File: src/rtl/pifo_pkg.sv
// Shared definitions for the PIFO calendar: drop-policy codes and the
// layout of one stored entry, kept as a flat bundle {valid, rank, addr}
// so that the rank and address widths can stay module parameters.
package pifo_pkg;

  localparam int PIFO_DROP_REJECT = 0;
  localparam int PIFO_DROP_EVICT  = 1;

  // Width of an occupancy counter that can hold 0..depth inclusive.
  function automatic int pifo_count_width(input int depth);
    return $clog2(depth + 1);
  endfunction

  // Width of one entry bundle: valid bit on top, then rank, then address.
  function automatic int pifo_entry_width(input int rankWidth, input int addrWidth);
    return 1 + rankWidth + addrWidth;
  endfunction

endpackage

File: src/rtl/pifo_calendar_atom_v0_2.sv
// One slot of the shift-register PIFO. Each slot compares its own rank
// against the incoming rank and picks its next entry from itself, its
// head-side neighbour, its tail-side neighbour or the new entry, using
// only its own compare and its neighbours' compares.
module pifo_calendar_atom_v0_2
  import pifo_pkg::*;
#(
  parameter int RANK_WIDTH = 19,
  parameter int ADDR_WIDTH = 12,
  parameter bit IS_HEAD    = 1'b0
) (
  input  logic                                              clk,
  input  logic                                              rst,
  input  logic                                              ins_i,
  input  logic                                              pop_i,
  input  logic [pifo_entry_width(RANK_WIDTH, ADDR_WIDTH)-1:0] head_entry_i,
  input  logic [pifo_entry_width(RANK_WIDTH, ADDR_WIDTH)-1:0] tail_entry_i,
  input  logic [pifo_entry_width(RANK_WIDTH, ADDR_WIDTH)-1:0] new_entry_i,
  input  logic                                              head_cmp_i,
  input  logic                                              tail_cmp_i,
  output logic [pifo_entry_width(RANK_WIDTH, ADDR_WIDTH)-1:0] entry_o,
  output logic                                              cmp_o
);

  localparam int EW = pifo_entry_width(RANK_WIDTH, ADDR_WIDTH);

  logic [EW-1:0] entry_q;
  logic [EW-1:0] entry_d;
  logic          cmp;

  // This slot sits at or ahead of the insert point when it holds a rank
  // no larger than the incoming one, so equal ranks stay in FIFO order.
  assign cmp = entry_q[EW-1] &
               (entry_q[RANK_WIDTH+ADDR_WIDTH-1:ADDR_WIDTH] <=
                new_entry_i[RANK_WIDTH+ADDR_WIDTH-1:ADDR_WIDTH]);

  // Select the next entry for this slot from the insert/pop combination.
  always_comb begin
    entry_d = entry_q;
    if (ins_i && pop_i) begin
      if (tail_cmp_i) begin
        entry_d = tail_entry_i;
      end else if (IS_HEAD || cmp) begin
        entry_d = new_entry_i;
      end
    end else if (ins_i) begin
      if (!cmp) begin
        entry_d = (IS_HEAD || head_cmp_i) ? new_entry_i : head_entry_i;
      end
    end else if (pop_i) begin
      entry_d = tail_entry_i;
    end
  end

  // Slot storage register; reset empties the slot.
  always_ff @(posedge clk) begin
    if (rst) begin
      entry_q <= '0;
    end else begin
      entry_q <= entry_d;
    end
  end

  assign entry_o = entry_q;
  assign cmp_o   = cmp;

endmodule

File: src/rtl/pifo_calendar_v0_2.sv
// Push-in/first-out calendar queue: entries sorted ascending by rank,
// FIFO among equal ranks, with insert/pop handshakes, occupancy status
// and a selectable overflow policy that reports every discarded address.
module pifo_calendar_v0_2
  import pifo_pkg::*;
#(
  parameter int DEPTH       = 16,
  parameter int RANK_WIDTH  = 19,
  parameter int ADDR_WIDTH  = 12,
  parameter int DROP_MODE   = 0,
  parameter int COUNT_WIDTH = pifo_count_width(DEPTH)
) (
  input  logic                   clk,
  input  logic                   rst,
  input  logic                   s_axis_insert_valid,
  output logic                   s_axis_insert_ready,
  input  logic [RANK_WIDTH-1:0]  s_axis_insert_rank,
  input  logic [ADDR_WIDTH-1:0]  s_axis_insert_addr,
  output logic                   m_axis_pop_valid,
  input  logic                   m_axis_pop_ready,
  output logic [RANK_WIDTH-1:0]  m_axis_pop_rank,
  output logic [ADDR_WIDTH-1:0]  m_axis_pop_addr,
  output logic                   m_axis_drop_valid,
  output logic [ADDR_WIDTH-1:0]  m_axis_drop_addr,
  output logic [COUNT_WIDTH-1:0] o_count,
  output logic                   o_full,
  output logic                   o_empty
);

  localparam int EW = pifo_entry_width(RANK_WIDTH, ADDR_WIDTH);

  logic [EW-1:0]          entry [DEPTH];
  logic [DEPTH-1:0]       cmp;
  logic [EW-1:0]          newEntry;
  logic                   insFire;
  logic                   popFire;
  logic                   dropEvent;
  logic [COUNT_WIDTH-1:0] count_q, count_d;
  logic                   dropValid_q, dropValid_d;
  logic [ADDR_WIDTH-1:0]  dropAddr_q, dropAddr_d;

  assign newEntry = {1'b1, s_axis_insert_rank, s_axis_insert_addr};

  assign o_full  = (count_q == COUNT_WIDTH'(DEPTH));
  assign o_empty = (count_q == '0);

  // In reject mode the ready depends only on occupancy, never on pop_ready.
  assign s_axis_insert_ready = (DROP_MODE == PIFO_DROP_EVICT) ? 1'b1 : ~o_full;

  assign insFire = s_axis_insert_valid & s_axis_insert_ready;
  assign popFire = m_axis_pop_valid & m_axis_pop_ready;

  // Only an insert into a full queue without a freeing pop discards something.
  assign dropEvent = insFire & ~popFire & o_full;

  for (genvar i = 0; i < DEPTH; i++) begin : gSlot
    logic [EW-1:0] headEntry;
    logic [EW-1:0] tailEntry;
    logic          headCmp;
    logic          tailCmp;

    if (i == 0) begin : gHeadEdge
      assign headEntry = '0;
      assign headCmp   = 1'b0;
    end else begin : gHeadLink
      assign headEntry = entry[i-1];
      assign headCmp   = cmp[i-1];
    end

    if (i == DEPTH - 1) begin : gTailEdge
      assign tailEntry = '0;
      assign tailCmp   = 1'b0;
    end else begin : gTailLink
      assign tailEntry = entry[i+1];
      assign tailCmp   = cmp[i+1];
    end

    pifo_calendar_atom_v0_2 #(
      .RANK_WIDTH (RANK_WIDTH),
      .ADDR_WIDTH (ADDR_WIDTH),
      .IS_HEAD    (i == 0)
    ) uAtom (
      .clk          (clk),
      .rst          (rst),
      .ins_i        (insFire),
      .pop_i        (popFire),
      .head_entry_i (headEntry),
      .tail_entry_i (tailEntry),
      .new_entry_i  (newEntry),
      .head_cmp_i   (headCmp),
      .tail_cmp_i   (tailCmp),
      .entry_o      (entry[i]),
      .cmp_o        (cmp[i])
    );
  end

  // Next occupancy and drop report; a rank at or beyond the tail drops the
  // newcomer, otherwise the old tail is pushed out.
  always_comb begin
    count_d     = count_q;
    dropValid_d = 1'b0;
    dropAddr_d  = '0;
    if (insFire && !popFire && !dropEvent) begin
      count_d = count_q + COUNT_WIDTH'(1);
    end else if (popFire && !insFire) begin
      count_d = count_q - COUNT_WIDTH'(1);
    end
    if (dropEvent) begin
      dropValid_d = 1'b1;
      dropAddr_d  = cmp[DEPTH-1] ? s_axis_insert_addr : entry[DEPTH-1][ADDR_WIDTH-1:0];
    end
  end

  // Status and drop-port registers; reset discards everything silently.
  always_ff @(posedge clk) begin
    if (rst) begin
      count_q     <= '0;
      dropValid_q <= 1'b0;
      dropAddr_q  <= '0;
    end else begin
      count_q     <= count_d;
      dropValid_q <= dropValid_d;
      dropAddr_q  <= dropAddr_d;
    end
  end

  assign o_count           = count_q;
  assign m_axis_drop_valid = dropValid_q;
  assign m_axis_drop_addr  = dropAddr_q;
  assign m_axis_pop_valid  = entry[0][EW-1];
  assign m_axis_pop_rank   = entry[0][RANK_WIDTH+ADDR_WIDTH-1:ADDR_WIDTH];
  assign m_axis_pop_addr   = entry[0][ADDR_WIDTH-1:0];

endmodule
File: config.mk
export PLATFORM = sky130hd
export DESIGN_NAME = pifo_calendar_v0_2
export DESIGN_NICKNAME = d
export VERILOG_FILES = /design/src/rtl/pifo_pkg.sv /design/src/rtl/pifo_calendar_atom_v0_2.sv /design/src/rtl/pifo_calendar_v0_2.sv
export SDC_FILE = /design/constraint.sdc
export NUM_CORES = 2
export LEC_CHECK = 0
export CORE_UTILIZATION = 40
export DETAILED_ROUTE_END_ITERATION = 7
export PLACE_DENSITY = 0.59
export SLEW_MARGIN = 20
export SYNTH_ARGS = -nofsm -noshare
export SYNTH_HDL_FRONTEND = slang
export SYNTH_SLANG_ARGS = --single-unit
export TNS_END_PERCENT = 50
File: constraint.sdc
create_clock -name clk -period 4.2 [get_ports clk]
set_input_delay 0.84 -clock clk [delete_from_list [all_inputs] [get_ports clk]]
set_output_delay 0.84 -clock clk [all_outputs]
set_load 0.01 [all_outputs]
# Yosys cells after proc, flatten, opt, wreduce, memory -nomap -nowiden
# Index checks and enable logic that the tools add are counted.
dict set report classes {
  addsub 2
  order_cmp 16
  n_eq_ne 4
  muxes 85
  bitwise_logic 23
  n_reduce_logical 14
}
# operator n
set ops {}
lappend ops {{32-bit two-way mux} 81}
lappend ops {{19-bit less-or-equal comparator} 16}
lappend ops {{1-bit AND} 20}
lappend ops {{12-bit two-way mux} 1}
lappend ops {{5-bit two-way mux} 2}
lappend ops {{3-bit inequality test (second input constant)} 2}
lappend ops {{2-bit AND reduction} 3}
lappend ops {{5-bit by 1-bit adder with 5-bit output (second input constant)} 1}
lappend ops {{5-bit equality test (second input constant)} 1}
lappend ops {{5-bit logical NOT} 1}
lappend ops {{5-bit by 1-bit subtractor with 5-bit output (second input constant)} 1}
lappend ops {{1-bit logical AND} 4}
lappend ops {{1-bit logical NOT} 3}
lappend ops {{1-bit inverter} 3}
lappend ops {{3-bit nonzero test} 1}
lappend ops {{2-bit inequality test (second input constant)} 1}
lappend ops {{2-bit nonzero test} 1}
lappend ops {{2-bit OR reduction} 1}
lappend ops {{1-bit two-way mux} 1}
dict set report word_totals {
  register_bits 530
  out_inout_bits 53
}

# Depth between registers and ports, before layout
dict set report logic_depth {
  word_depth 8
  ltp_mapped 13
  ltp_nobuf 12
}

# Hierarchy
# Synthesis repeated with hierarchy kept, for this count alone.
dict set report unflattened {
  hier_cells 4859
  hier_area_um2 40507.6
}
# mod n_inst cells_per_inst area_each_um2 seq_area_each_um2
set modules_own_cells {}
lappend modules_own_cells {{pifo_calendar_atom_v0_2 at gSlot[10].uAtom ...} 8 295 2497.4 640.6}
lappend modules_own_cells {{pifo_calendar_atom_v0_2 at gSlot[3].uAtom ...} 7 306 2477.4 640.6}
lappend modules_own_cells {{pifo_calendar_atom_v0_2 at gSlot[0].uAtom} 1 291 2493.6 640.6}
lappend modules_own_cells {pifo_calendar_v0_2 1 66 693.2 360.3}

# Worst setup path before layout
# OpenSTA, ideal clock, no wires.
dict set report synth_path {
  path_type {input to register}
  startpoint {in s_axis_insert_rank[18]}
  endpoint {reg gSlot[1].uAtom.entry_q[22]}
  setup_ps 134
  arrival_ps 3391
  required_time_ps 4066
  setup_slack_ps 675
  path_stages 11
  n_path_buf 1
  cell_sequence {inv_1 ha_1 a21oi_1 o21ai_0 a2111oi_0 nand2_1 o21ai_1 buf_2 mux2_2 a221oi_1 a211oi_1}
}
dict set report synth_via {
  elab_chain_cells 6
}
# element line_no
set synth_lines {}
lappend synth_lines {{from (decl)} pifo_calendar_v0_2.sv:17} ;# input logic [RANK_WIDTH-1:0] s_axis_insert_rank,
lappend synth_lines {{19-bit less-or-equal comparator} pifo_calendar_atom_v0_2.sv:34} ;# (entry_q[RANK_WIDTH+ADDR_WIDTH-1:ADDR_WIDTH] <=
lappend synth_lines {{1-bit AND} pifo_calendar_atom_v0_2.sv:33} ;# assign cmp = entry_q[EW-1] &
lappend synth_lines {{32-bit two-way mux} pifo_calendar_atom_v0_2.sv:48} ;# entry_d = (IS_HEAD || head_cmp_i) ? new_entry_i : head_entry_i;
lappend synth_lines {{32-bit two-way mux} pifo_calendar_atom_v0_2.sv:47} ;# if (!cmp) begin
lappend synth_lines {{32-bit two-way mux} pifo_calendar_atom_v0_2.sv:46} ;# end else if (ins_i) begin
lappend synth_lines {{32-bit two-way mux} pifo_calendar_atom_v0_2.sv:40} ;# if (ins_i && pop_i) begin
lappend synth_lines {{to (signal assigned)} pifo_calendar_atom_v0_2.sv:60} ;# entry_q <= entry_d;
lappend synth_lines {{to (decl)} pifo_calendar_atom_v0_2.sv:27} ;# logic [EW-1:0] entry_q;
# Parallel ways exist; a longest one is shown, timed or not. The select of a mux whose other input is x is not followed.
# A chain may end at the register's enable or synchronous reset.

# Worst setup path after layout
dict set report layout_path {
  startpoint {in s_axis_insert_rank[17]}
  endpoint {reg gSlot[7].uAtom.entry_q[14]}
}
dict set report layout_via {
  elab_chain_cells 6
}
# element line_no
set layout_lines {}
lappend layout_lines {{19-bit less-or-equal comparator} pifo_calendar_atom_v0_2.sv:34}
lappend layout_lines {{1-bit AND} pifo_calendar_atom_v0_2.sv:33}
lappend layout_lines {{32-bit two-way mux} pifo_calendar_atom_v0_2.sv:48}
lappend layout_lines {{32-bit two-way mux} pifo_calendar_atom_v0_2.sv:47}
lappend layout_lines {{32-bit two-way mux} pifo_calendar_atom_v0_2.sv:46}
lappend layout_lines {{32-bit two-way mux *} pifo_calendar_atom_v0_2.sv:40}
lappend layout_lines {{to (signal assigned)} pifo_calendar_atom_v0_2.sv:60}
lappend layout_lines {{to (decl)} pifo_calendar_atom_v0_2.sv:27}
# Every way passes the cells marked *; elsewhere a longest branch is shown, timed or not.

==> impl_table.tex <==
\begin{tabular}{lr}
\hline
Metric & Value \\
\hline
\multicolumn{2}{l}{\textbf{Layout}} \\
Post-layout utilization of the core & 0.480 \\
Final antenna diode count & 0 \\
Number of nets in the final layout & 5054 \\
Area growth, synth to finish & 18.7\% \\
Share of layout cells above drive strength 1 & 0.130 \\
\multicolumn{2}{l}{\textbf{GRT}} \\
Vias in the first global route & 35500 \\
First-pass GRT wire length & 211000 um \\
Global routing usage on met2 & 0.445 \\
Met3 track demand over resource & 0.0355 \\
Pin count of the biggest net entering global routing & 116 \\
Most heavily used metal layer in global routing & met2 \\
Overall routing resource usage & 0.283 \\
Antenna violations before repair & 3 \\
Global-route congestion overflow total & 0 \\
Global-route met1 utilization & 0.396 \\
\multicolumn{2}{l}{\textbf{Power and ir drop}} \\
Peak supply drop & 312 uV \\
Total power draw & 0.0222 W \\
Leak & 17.7 nW \\
Power per standard cell area & 503 mW/mm2 \\
\multicolumn{2}{l}{\textbf{CTS}} \\
Clock insertion delay at the later pin of the skew report & 640 ps \\
Maximum root-to-sink buffer count & 3 \\
Number of clock sinks & 530 \\
Post-CTS resize count & 0 \\
CTS Buf Count & 69 \\
Buffers inserted during post-CTS setup optimization & 0 \\
Clock slew at the register clock pins of the worst setup and hold paths & 50 ps \\
CTS hold repair buffers & 0 \\
CTS H-tree depth & 3 \\
Library cell used as clock root buffer & sky130\_fd\_sc\_hd\_\_clkbuf\_16 \\
CTS tree & yes \\
\multicolumn{2}{l}{\textbf{Flow run}} \\
Max cap viols & 0 \\
\multicolumn{2}{l}{\textbf{STA}} \\
Measured slew at the worst slew-check pin & 1030 ps \\
Max Transition Viols Final & 0 \\
Setup TNS after final layout & 0 ps \\
Setup slack after layout & 257 ps \\
Post-layout min period & 3940 ps \\
Hold Vio Cnt, Final & 0 \\
Finish-stage setup viols & 0 \\
Share of the cycle needed by the critical path after routing & 0.939 \\
Post-Route Skew & 24.9 ps \\
FMAX & 0.254 GHz \\
Unrepaired setup endpoints after global routing & no \\
Relative slew margins & 0.311 \\
\multicolumn{2}{l}{\textbf{Synth}} \\
Syn avg cell area & 8.09 um2 \\
EDFF count, synth & 0 \\
Post-synthesis async set-or-reset flop share & 0 \\
Warnings from Yosys & 0 \\
Number of distinct library cells after synthesis & 73 \\
Most common flop cell mapped by yosys & sky130\_fd\_sc\_hd\_\_dfxtp\_1 \\
Seq/Total Area, Yosys & 0.286 \\
Number of instances in the synthesized netlist & 4590 \\
Synthesized area & 0.0371 mm2 \\
Synthesis-stage register bit count & 530 \\
\multicolumn{2}{l}{\textbf{Placement}} \\
Last weighted congestion value of the routability-driven placer & 0.932 \\
HPWL Detailed & 99000 um \\
Quantity of I/O buffers inserted on ports & 87 \\
Worst slack after detailed placement & -312 ps \\
\multicolumn{2}{l}{\textbf{Floorplanning}} \\
Vertical die dimension & 307 um \\
Total die area & 0.0940 mm2 \\
Initial standard-cell utilization of the core & 0.404 \\
Placement row count & 111 \\
Core region area & 0.0918 mm2 \\
Count of boundary I/O pins & 88 \\
Horizontal die dimension & 307 um \\
\multicolumn{2}{l}{\textbf{Routing}} \\
Final routed wire length divided by cell count & 22.7 um \\
Violation count after the first detailed-route iteration & 3313 \\
First-pass iteration count of the detailed router & 5 \\
Via/cell ratio & 6.21 \\
Number of nets with antenna violations after detailed routing & 0 \\
Detailed-route via count & 37300 \\
DRT Wirelength & 136000 um \\
DRC violations left & 0 \\
\multicolumn{2}{l}{\textbf{Min path}} \\
Worst hold path class & flop to flop \\
\multicolumn{2}{l}{\textbf{Worst setup path}} \\
Type of element capturing the critical path & flop \\
Sort of element at the start of the critical path & primary input \\
CP Data Required Time & 4670 ps \\
Endpoint arrival time on the critical path & 4410 ps \\
Maximum fanout along the worst path & 11 \\
Crit path kind & primary input to flop \\
\multicolumn{2}{l}{\textbf{Status}} \\
Result of the run & completed \\
\hline
\end{tabular}
[synth_stat cells (all sizes together) (64+ instances only)]
cell type | n | area, um2
a221oi | 64 | 561
mux2i | 221 | 2210
a211oi | 117 | 878
o211ai | 313 | 2390
ha | 307 | 3840
buf | 119 | 659
clkbuf | 313 | 1180
inv | 100 | 375
o22ai | 64 | 400
dfxtp | 530 | 10600
o21a | 70 | 526
a211o | 131 | 1150
nor2 | 346 | 1300
o21ai | 518 | 2600
a21oi | 310 | 1550
nor2b | 73 | 457
nand2 | 301 | 1130
[final cells by class]
| class | instances | area [um2] |
|---|---|---|
| flip-flops and latches | 530 | 10600 |
| repair buffers | 470 | 4600 |
| clock buffers | 101 | 2050 |
| clock inverters | 23 | 248 |
| fillers | 9000 | 47700 |
| well taps | 1243 | 1560 |
| multi-input cells | 3539 | 24600 |
| inverters | 101 | 379 |
[metrics by stage]
step | area, um2 | instances | hold WS [ps]
floorplan | 37200 | 4602 | 435
global placement | 41700 | 5882 | 444
detailed placement | 41700 | 5882 | 452
CTS | 44000 | 6006 | 465
global route | 44100 | 6007 | 483
finish | 44100 | 6007 | 461
[power breakdown]
| group | switching, W | internal, W |
|---|---|---|
| clock network | 0.00251 | 0.00364 |
| registers | 0.00107 | 0.00606 |
| logic | 0.00503 | 0.00386 |
[registers in the layout (all words and copies together) (netlist names)]
name,cells
o_count,5
gSlot.uAtom.entry_o,512
m_axis_drop_valid,1
m_axis_drop_addr,12
[critical path: stages]
cell                              delay (ps)
sky130_fd_sc_hd__clkdlybuf4s50_1         570
sky130_fd_sc_hd__inv_1                    80
sky130_fd_sc_hd__buf_4                   210
sky130_fd_sc_hd__ha_1                    330
sky130_fd_sc_hd__a21o_1                  160
sky130_fd_sc_hd__a21oi_1                 270
sky130_fd_sc_hd__o31ai_1                 130
sky130_fd_sc_hd__o41ai_2                 830
sky130_fd_sc_hd__buf_4                   390
sky130_fd_sc_hd__mux2i_1                 240
sky130_fd_sc_hd__nand3_1                 120
sky130_fd_sc_hd__o211ai_1                130
sky130_fd_sc_hd__a21oi_1                  80
[cells by family (layout without fill, tap and decap cells)]
| kind of cell | count (synthesis) | after routing | share of synthesized area |
|---|---|---|---|
| AO/OA/AOI/OAI | 1909 | 1909 | 0.344 |
| multiplexers | 281 | 281 | 0.0778 |
| buffers and inverters | 533 | 695 | 0.0596 |
| adder cells (fa/ha/maj) | 308 | 308 | 0.104 |
| other | 1 | 13 | 0.000101 |
| AND/OR/NAND/NOR | 1024 | 1024 | 0.128 |
| flip-flops | 530 | 530 | 0.286 |
| XOR/XNOR | 4 | 4 | 0.000943 |
[routing by layer]
metal	up-vias	share of wire
li1	17700	-
met5	-	0.00021
met2	1247	0.45
met1	18100	0.46
met3	264	0.060
met4	4	0.032
[cells in the final DEF, fill, tap and decap left out, types with 54 or more instances in the layout]
| cell type | n |
|---|---|
| sky130_fd_sc_hd__nand2_1 | 297 |
| sky130_fd_sc_hd__a21oi_1 | 306 |
| sky130_fd_sc_hd__buf_12 | 68 |
| sky130_fd_sc_hd__a211o_1 | 131 |
| sky130_fd_sc_hd__nor2b_1 | 73 |
| sky130_fd_sc_hd__o22ai_1 | 63 |
| sky130_fd_sc_hd__nor2_1 | 338 |
| sky130_fd_sc_hd__o211ai_1 | 305 |
| sky130_fd_sc_hd__a21o_1 | 59 |
| sky130_fd_sc_hd__nand3_1 | 57 |
| sky130_fd_sc_hd__mux2_2 | 60 |
| sky130_fd_sc_hd__a311oi_1 | 60 |
| sky130_fd_sc_hd__o21a_1 | 69 |
| sky130_fd_sc_hd__inv_1 | 100 |
| sky130_fd_sc_hd__a211oi_1 | 116 |
| sky130_fd_sc_hd__o21ai_0 | 511 |
| sky130_fd_sc_hd__ha_1 | 307 |
| sky130_fd_sc_hd__clkbuf_16 | 72 |
| sky130_fd_sc_hd__dfxtp_1 | 530 |
| sky130_fd_sc_hd__buf_4 | 315 |
| sky130_fd_sc_hd__clkdlybuf4s50_1 | 85 |
| sky130_fd_sc_hd__nand4_1 | 54 |
| sky130_fd_sc_hd__a221oi_1 | 64 |
| sky130_fd_sc_hd__mux2i_1 | 221 |
[worst paths after layout]
check / from / endpoint / slack [ps] / cells after the start
worst max-delay path: s_axis_insert_rank[17] / gSlot[7].uAtom.entry_o[14] / 260 / 13
worst min-delay path: gSlot[15].uAtom.entry_o[2] / gSlot[15].uAtom.entry_o[2] / 460 / 1
worst max register to register: o_count[0] / gSlot[11].uAtom.entry_o[21] / 710 / 10
worst min register to register: gSlot[15].uAtom.entry_o[2] / gSlot[15].uAtom.entry_o[2] / 460 / 1
Power figures use the tool's default switching activity.
